<file path="config.mk">
export PLATFORM = sky130hd
export DESIGN_NAME = dsm_dac_stream
export DESIGN_NICKNAME = d
export VERILOG_FILES = /design/src/rtl/dsm_pkg.sv /design/src/rtl/dsm_sat_integrator.sv /design/src/rtl/dsm_dac_stream.sv
export SDC_FILE = /design/constraint.sdc
export NUM_CORES = 1
export LEC_CHECK = 0
export ABC_AREA = 1
export CORE_MARGIN = 10
export CORE_UTILIZATION = 34
export DETAILED_ROUTE_END_ITERATION = 6
export PLACE_DENSITY = 0.56
export SETUP_SLACK_MARGIN = 0.15
export SKIP_LAST_GASP = 1
export SYNTH_ARGS = -nofsm -noshare
export SYNTH_HDL_FRONTEND = slang
export SYNTH_SLANG_ARGS = --single-unit
</file>
<file path="constraint.sdc">
create_clock -name i_clk -period 1.8 [get_ports i_clk]
set_input_delay 0.36 -clock i_clk [delete_from_list [all_inputs] [get_ports i_clk]]
set_output_delay 0.36 -clock i_clk [all_outputs]
set_load 0.01 [all_outputs]
</file>
<file path="src/rtl/dsm_pkg.sv">
// Shared constants and arithmetic helpers for the streaming delta-sigma DAC.
package dsm_pkg;

  localparam int ORDER_FIRST  = 1;
  localparam int ORDER_SECOND = 2;

  // A saturated sum is carried at a fixed wide width.
  // The caller keeps only its own low bits.
  typedef struct packed {
    logic signed [63:0] value;
    logic               clamped;
  } sat_result_t;

  // Adds two sign-extended operands and clamps the result to a signed acc_width range.
  // Landing exactly on a limit is not reported as a clamp.
  function automatic sat_result_t sat_add(input logic signed [63:0] a,
                                          input logic signed [63:0] b,
                                          input int                 acc_width);
    logic signed [63:0] sum;
    logic signed [63:0] hi;
    logic signed [63:0] lo;
    sat_result_t        res;
    sum         = a + b;
    hi          = (64'sd1 <<< (acc_width - 1)) - 64'sd1;
    lo          = -hi - 64'sd1;
    res.value   = sum;
    res.clamped = 1'b0;
    if (sum > hi) begin
      res.value   = hi;
      res.clamped = 1'b1;
    end else if (sum < lo) begin
      res.value   = lo;
      res.clamped = 1'b1;
    end
    return res;
  endfunction

  // Maps the quantizer bit to the feedback value.
  // q = 1 gives +mag and q = 0 gives -mag.
  function automatic logic signed [63:0] fb_value(input logic               q,
                                                  input logic signed [63:0] mag);
    return q ? mag : -mag;
  endfunction

endpackage

</file>
<file path="src/rtl/dsm_sat_integrator.sv">
// Saturating integrator stage.
// On each enabled cycle it adds a signed delta to its state.
// clamp pulses whenever that update had to be limited.
module dsm_sat_integrator #(
  parameter int IN_WIDTH  = 10,
  parameter int ACC_WIDTH = 8
) (
  input  logic                        clk,
  input  logic                        rst_n,
  input  logic                        en,
  input  logic signed [IN_WIDTH-1:0]  delta,
  output logic signed [ACC_WIDTH-1:0] state,
  output logic                        clamp
);
  import dsm_pkg::*;

  sat_result_t next_sum;
  logic        unused_hi_bits;

  // Forms the clamped next state from the current state and the incoming delta.
  always_comb begin
    next_sum = sat_add(64'(state), 64'(delta), ACC_WIDTH);
  end

  assign clamp          = en & next_sum.clamped;
  assign unused_hi_bits = ^next_sum.value[63:ACC_WIDTH];

  // The state register advances only on enabled cycles.
  always_ff @(posedge clk or negedge rst_n) begin
    if (!rst_n) begin
      state <= '0;
    end else if (en) begin
      state <= next_sum.value[ACC_WIDTH-1:0];
    end
  end

endmodule

</file>
<file path="src/rtl/dsm_dac_stream.sv">
// Streaming single-bit delta-sigma DAC.
// PCM samples arrive over valid/ready.
// A one-deep pending buffer feeds the sample being modulated.
// Each sample is held for OSR enabled cycles.
// The modulator loop is first or second order, built from saturating integrators.
module dsm_dac_stream #(
  parameter int DATA_WIDTH   = 4,
  parameter int ORDER        = 1,
  parameter int OSR          = 4,
  parameter int ACC_WIDTH    = DATA_WIDTH + 4,
  parameter int FEEDBACK_MAG = 1 << (DATA_WIDTH - 1)
) (
  input  logic                         i_clk,
  input  logic                         i_rst_n,
  input  logic                         i_en,
  input  logic signed [DATA_WIDTH-1:0] i_data,
  input  logic                         i_valid,
  output logic                         o_ready,
  input  logic                         i_clr_flags,
  output logic                         o_dac_bitstream,
  output logic                         o_overload,
  output logic                         o_underrun
);
  import dsm_pkg::*;

  localparam int                   SUM_WIDTH = ACC_WIDTH + 2;
  localparam int                   CNT_WIDTH = $clog2(OSR);
  localparam logic [CNT_WIDTH-1:0] CNT_LAST  = CNT_WIDTH'(OSR - 1);

  if (ORDER != ORDER_FIRST && ORDER != ORDER_SECOND) begin : g_bad_order
    $error("dsm_dac_stream: ORDER must be 1 or 2");
  end
  if (OSR < 2) begin : g_bad_osr
    $error("dsm_dac_stream: OSR must be at least 2");
  end

  logic signed [DATA_WIDTH-1:0] cur;
  logic signed [DATA_WIDTH-1:0] pend;
  logic                         pend_vld;
  logic [CNT_WIDTH-1:0]         cnt;
  logic                         accept;
  logic                         boundary;
  logic                         underrun_evt;
  logic                         overload_evt;
  logic                         q;
  logic signed [ACC_WIDTH-1:0]  u1;
  logic                         clamp1;
  logic signed [SUM_WIDTH-1:0]  fb;
  logic signed [SUM_WIDTH-1:0]  delta1;

  assign o_ready      = ~pend_vld;
  assign accept       = i_valid & ~pend_vld;
  assign boundary     = i_en & (cnt == CNT_LAST);
  assign underrun_evt = boundary & ~pend_vld & ~accept;

  assign fb     = SUM_WIDTH'(fb_value(q, 64'(FEEDBACK_MAG)));
  assign delta1 = SUM_WIDTH'(cur) - fb;

  dsm_sat_integrator #(
    .IN_WIDTH  (SUM_WIDTH),
    .ACC_WIDTH (ACC_WIDTH)
  ) u_int1 (
    .clk   (i_clk),
    .rst_n (i_rst_n),
    .en    (i_en),
    .delta (delta1),
    .state (u1),
    .clamp (clamp1)
  );

  if (ORDER == ORDER_SECOND) begin : g_second
    logic signed [ACC_WIDTH-1:0] u2;
    logic                        clamp2;
    logic signed [SUM_WIDTH-1:0] fb2;
    logic signed [SUM_WIDTH-1:0] delta2;

    assign fb2    = SUM_WIDTH'(fb_value(q, 64'(2 * FEEDBACK_MAG)));
    assign delta2 = SUM_WIDTH'(u1) - fb2;

    dsm_sat_integrator #(
      .IN_WIDTH  (SUM_WIDTH),
      .ACC_WIDTH (ACC_WIDTH)
    ) u_int2 (
      .clk   (i_clk),
      .rst_n (i_rst_n),
      .en    (i_en),
      .delta (delta2),
      .state (u2),
      .clamp (clamp2)
    );

    assign q            = ~u2[ACC_WIDTH-1];
    assign overload_evt = clamp1 | clamp2;
  end else begin : g_first
    assign q            = ~u1[ACC_WIDTH-1];
    assign overload_evt = clamp1;
  end

  // The output bit depends only on the last integrator's register, so it is glitch-free.
  assign o_dac_bitstream = q;

  // Sample-period counter and the cur/pend buffer.
  // At a boundary, cur takes pend, or takes a same-cycle bypass sample.
  always_ff @(posedge i_clk or negedge i_rst_n) begin
    if (!i_rst_n) begin
      cnt      <= '0;
      cur      <= '0;
      pend     <= '0;
      pend_vld <= 1'b0;
    end else begin
      if (i_en) begin
        cnt <= (cnt == CNT_LAST) ? '0 : cnt + 1'b1;
      end
      if (boundary) begin
        if (pend_vld) begin
          cur      <= pend;
          pend_vld <= 1'b0;
        end else if (accept) begin
          cur <= i_data;
        end
      end
      if (accept && !boundary) begin
        pend     <= i_data;
        pend_vld <= 1'b1;
      end
    end
  end

  // Sticky status flags.
  // A set event in the same cycle as a clear keeps the flag set.
  always_ff @(posedge i_clk or negedge i_rst_n) begin
    if (!i_rst_n) begin
      o_overload <= 1'b0;
      o_underrun <= 1'b0;
    end else begin
      if (overload_evt) begin
        o_overload <= 1'b1;
      end else if (i_clr_flags) begin
        o_overload <= 1'b0;
      end
      if (underrun_evt) begin
        o_underrun <= 1'b1;
      end else if (i_clr_flags) begin
        o_underrun <= 1'b0;
      end
    end
  end

endmodule

</file>
### After elaboration in Yosys (flattened, before gate mapping)

Cells that the tools add are included.

* bitwise gates (word level): 8
* order comparisons: 2
* $add $sub $neg: 3
* muxes and demuxes: 11
* reductions and logical operators: 7
* equality and inequality tests: 1

Operators by type and width (number)
* two-way mux 9 bit: 2
* adder 8 x 10 -> 11 bit: 1
* > comparator 11 x 8 -> 1 bit (second input constant): 1
* less-than comparator 11 x 8 -> 1 bit (second input constant): 1
* two-way mux 10 bit: 1
* subtractor 4 x 10 -> 10 bit: 1
* two-way mux 4 bit: 2
* nonzero test 2 bit: 4
* AND 1 bit: 5
* two-way mux 1 bit: 5
* NOT 1 bit: 3
* adder 2 x 1 -> 2 bit (second input constant): 1
* == test 2 bit (second input constant): 1
* two-way mux 2 bit: 1
* AND reduction 2 bit: 1
* logical AND 1 bit: 1
* logical NOT 1 bit: 1

* register bits after elaboration: 21
* output and inout bits: 4
* word-level logic and storage cells: 39

### Logic depth before layout (Yosys ltp)

* depth after elaboration: 8
* mapped depth: 13
* gate-level depth less buffers: 13

### By module

From an unflattened synthesis, not the netlist that was laid out.

* cell total of the unflattened synthesis: 228
* area, all modules: 1659.1 um2

Modules (own cells, without submodules)
* dsm_sat_integrator: area an instance 968.4 um2, cells each 146, times used 1
* dsm_dac_stream: area an instance 690.7 um2, cells each 82, times used 1

### Worst setup path before layout

Ideal clock, no wire load.

* path kind: flip-flop to flip-flop
* from: register cur[0]
* to: register o_overload
* data arrival time: 1.602 ns
* cell stages (with the launch flop): 14
* setup time: 0.117 ns
* buffers on the path: 0
* path slack: 0.080 ns
* period minus slack after synthesis: 1.720 ns
* cell sequence: dfrtp_1 ha_1 inv_1 fa_1 inv_1 nand2_1 nand2_1 nand3_1 nand3_2 nand2_2 nand2_4 nand2_1 nand2_1 o21ai_2

* word-level cells in the longest chain between the ends: 7

RTL lines
* start: declaration: RTL line dsm_dac_stream.sv:37 `logic signed [DATA_WIDTH-1:0] cur;`
* start signal: assignment: RTL line dsm_dac_stream.sv:116 `cur <= pend;`
* start signal: assignment: RTL line dsm_dac_stream.sv:119 `cur <= i_data;`
* subtractor 4 x 10 -> 10 bit (*): RTL line dsm_dac_stream.sv:57 `assign delta1 = SUM_WIDTH'(cur) - fb;`
* adder 8 x 10 -> 11 bit (*): RTL line dsm_pkg.sv:23 `sum = a + b;`
* less-than comparator 11 x 8 -> 1 bit: RTL line dsm_pkg.sv:31 `end else if (sum < lo) begin`
* two-way mux 9 bit: RTL line dsm_pkg.sv:31
* two-way mux 9 bit (*): RTL line dsm_pkg.sv:28 `if (sum > hi) begin`
* AND 1 bit (*): RTL line dsm_sat_integrator.sv:25 `assign clamp = en & next_sum.clamped;`
* two-way mux 1 bit or nonzero test 2 bit (tied branches)
* end signal: assignment: RTL line dsm_dac_stream.sv:133 `o_overload <= 1'b0;`
* end signal: assignment: RTL line dsm_dac_stream.sv:137 `o_overload <= 1'b1;`
* end signal: assignment: RTL line dsm_dac_stream.sv:139 `o_overload <= 1'b0;`
* end: declaration: RTL line dsm_dac_stream.sv:21 `output logic o_overload,`

Every way passes the cells marked *; elsewhere a longest branch is shown, timed or not.
A chain may end at the register's enable or synchronous reset.

### Worst setup path after layout

* from: register u_int1.state[0]
* to: register u_int1.state[2]

* word-level cells in the longest chain between the ends: 4

RTL lines
* start: declaration: RTL line dsm_sat_integrator.sv:12 `output logic signed [ACC_WIDTH-1:0] state,`
* start signal: assignment: RTL line dsm_sat_integrator.sv:33 `state <= next_sum.value[ACC_WIDTH-1:0];`
* adder 8 x 10 -> 11 bit (*): RTL line dsm_pkg.sv:23
* less-than comparator 11 x 8 -> 1 bit: RTL line dsm_pkg.sv:31
* two-way mux 9 bit: RTL line dsm_pkg.sv:31
* two-way mux 9 bit (*): RTL line dsm_pkg.sv:28

Marked as above.

==> out/qor.yml <==
worst_setup_path:
  path_cells: "ha_2 -> inv_2 -> fa_2 -> inv_2 -> nand2_2 -> nand2_2 -> nand3_2 -> nand3_4 -> nand3_4 -> nand2_4 -> inv_6 -> a21oi_2"
  slowest_stage: "dfrtp_1"
  worst_setup_path_end_kind: "flip-flop"
  worstPathRequired_ps: 2000
  start_kind: "flip-flop"
  worstPathArrival_ps: 1940
  reg2reg_depth: 12
  cp_slowest_stage_delay_ps: 360
  crit_type: "flip-flop to flip-flop"
  worstPathMaxFanout: 5
timing:
  fin_crit_sh: 0.970
  rsz0062_at_grt: "yes"
  skew_ps: 4.06
  slew_headroom: 0.814
  period_needed_ps: 1750
  worstMarginPinSlew_ps: 278
  fmax_mhz: 573
  hold_viol: 0
  fin_setup_tns_ps: 0
  finalSetupViolCount: 0
  drv_slew: 0
cts:
  insertion_delay_ps: 260
  cts_made_buffers: 3
  clock_path_buffers: 2
  htreeDepth: 1
  cts_root_buf: "clkbuf_8"
  cts_sinks: 21
  clkSlewWorstSetupHoldPaths_ps: 80
  cts_tree: "done"
floorplan:
  die_h_um: 83.8
  die_w_um: 83.8
  ioPinCount: 13
  core_mm2: 0.00397
  fp.dieArea_mm2: 0.00702
  row_count: 23
  start_util: 0.348
global_route:
  met2_usage: 0.155
  grt_max_degree: 22
  use_met1: 0.0902
  grt-busiest-layer: "met2"
  grt_pass1_vias: 1208
  grt.overflow.total: 0
  antenna_found_initial: 0
  grt_pass1_wl_um: 5130
  grt_use_met3: 0.0313
  grt_util_all_layers: 0.0862
run:
  maxCapViolCount: 0
synth:
  synth_seq_area_share: 0.380
  synth_top_cell_area_share: 0.380
  synth_top_area_cell: "dfrtp_1"
  synth_nets: 194
  synth_area_mm2: 0.00138
  postSynthAreaPerCell_um2: 7.90
  synth_most_common_cell: "nand2_1"
  syn_inst: 175
  ys_seq_elements: 21
  synthDistinctLibCells: 28
  yosys-top-cells-area: "dfrtp_1, nand2_1, ha_1"
  ys_warn_count: 0
  synthArstFlopShare: 1.00
  ys.flop_type: "dfrtp_1"
  synth-edff-count: 0
  ys_top_cells_by_count: "nand2_1, inv_1, dfrtp_1"
status:
  status: "finished clean"
route:
  wl_um: 2870
  drc: 0
  vias_per_cell: 4.53
  initialDrtViolationCount: 34
  drtAntennaViolNets: 0
  vias: 1136
  wl_per_cell_um: 11.5
  drt-pass1-iter-count: 4
final_layout:
  nets: 221
  layout-drive-gt1-share: 0.303
  diodes: 0
  syn_to_final_growth_pct: 30.9
  final_util: 0.456
  fin_cells: 251
place:
  port-buffer-count: 12
  routabilityCongestion: 0.864
  dp_hpwl_um: 2240
  dp.cells: 241
hold_path:
  hold_path_class: "primary input to asynchronous set/reset pin"
-- cell usage in the layout, fill, tap and decap left out, types with 2 or more instances in the layout --
master            n
a21oi_1           2
nand3_1           3
clkdlybuf4s50_1  10
dlygate4sd2_1     2
nand2_4           2
nor2_2            2
nand2_1          47
nand3_4           2
clkbuf_8          3
inv_2             3
xnor2_1           2
nand3_2           4
dfrtp_1          20
nand2_2          11
o21ai_0           5
o211ai_1          2
a31oi_1           2
ha_2              2
inv_1            22
nand4_1           2
buf_4            11
ha_4              4
a21oi_2           7
mux2_2            2
nor2_1           13
ha_1              3
-- state kept, by name, summed over array words and instances, names as in the netlist --
| name | count |
|---|---|
| pend | 4 |
| u_int1.state | 8 |
| cur | 4 |
| cnt | 2 |
| pend_vld | 1 |
| o_overload | 1 |
| o_underrun | 1 |
-- what timing repair did --
action,4_1_cts,5_1_grt
endpoints found under the setup margin,10,10
gates resized for setup,18,10
pin swaps,2,3
gates cloned,0,0
setup buffers,4,2
hold buffers,0,0
-- stage by stage --
step / area (um^2) / hold slack, ps / worst slack, ps
5_1_grt: 1810 / 456 / -65.5
3_5_place_dp: 1600 / 475 / 11.6
6_report: 1810 / 427 / 54.2
4_1_cts: 1760 / 437 / 22.6
3_3_place_gp: 1600 / 460 / 32.9
2_1_floorplan: 1390 / 64.4 / 147
-- worst max-delay path: cells and delay by family (launching register included) --
kind                       cells  cell delay [ps]
adders and majority gates      2              520
and+or+nand+nor                6              510
DFF                            1              360
buffers and inverters          3              150
AOI/OAI and AO/OA              1              120
-- routing by layer --
metal | wire length [um] | part of all wire
met5 | 0 | 0
met2 | 1470 | 0.51
met3 | 128 | 0.045
met4 | 41 | 0.014
met1 | 1240 | 0.43
-- kinds of logic (layout without fill, tap and decap cells) --
group / after synthesis / count (layout) / synth area share
and+or+nand+nor: 89 / 89 / 0.294
buffers and inverters: 29 / 55 / 0.0860
AOI/OAI and AO/OA: 21 / 21 / 0.109
DFF: 21 / 21 / 0.380
adders and majority gates: 10 / 10 / 0.0959
xor gates and xnor gates: 3 / 3 / 0.0190
muxes: 2 / 2 / 0.0163
-- cell type report --
| class | count | area, um^2 |
|---|---|---|
| Sequential cell | 21 | 527 |
| Clock inverter | 1 | 7.51 |
| Inverter | 28 | 113 |
| Fill cell | 422 | 2160 |
| Multi-Input combinational cell | 125 | 858 |
| Timing Repair Buffer | 23 | 200 |
| Clock buffer | 3 | 41.3 |
| Tap cell | 50 | 62.6 |
-- path summary, 6_finish.rpt --
kind,endpoint,start,slack (ps)
hold reg to reg,cnt[0]$_DFFE_PN0P_,cnt[0]$_DFFE_PN0P_,480
setup / recovery,u_int1.state[2]$_DFFE_PN0P_,u_int1.state[0]$_DFFE_PN0P_,50
min in group i_clk,cnt[0]$_DFFE_PN0P_,cnt[0]$_DFFE_PN0P_,480
setup reg to reg,u_int1.state[2]$_DFFE_PN0P_,u_int1.state[0]$_DFFE_PN0P_,50
hold / removal,pend[0]$_DFFE_PN0P_,i_rst_n,430
max in group asynchronous,u_int1.state[7]$_DFFE_PN0P_,i_rst_n,1140
Power is left out: the tool's default activity adds up to more than one toggle a clock period on the data nets, which glitch-free logic cannot reach.
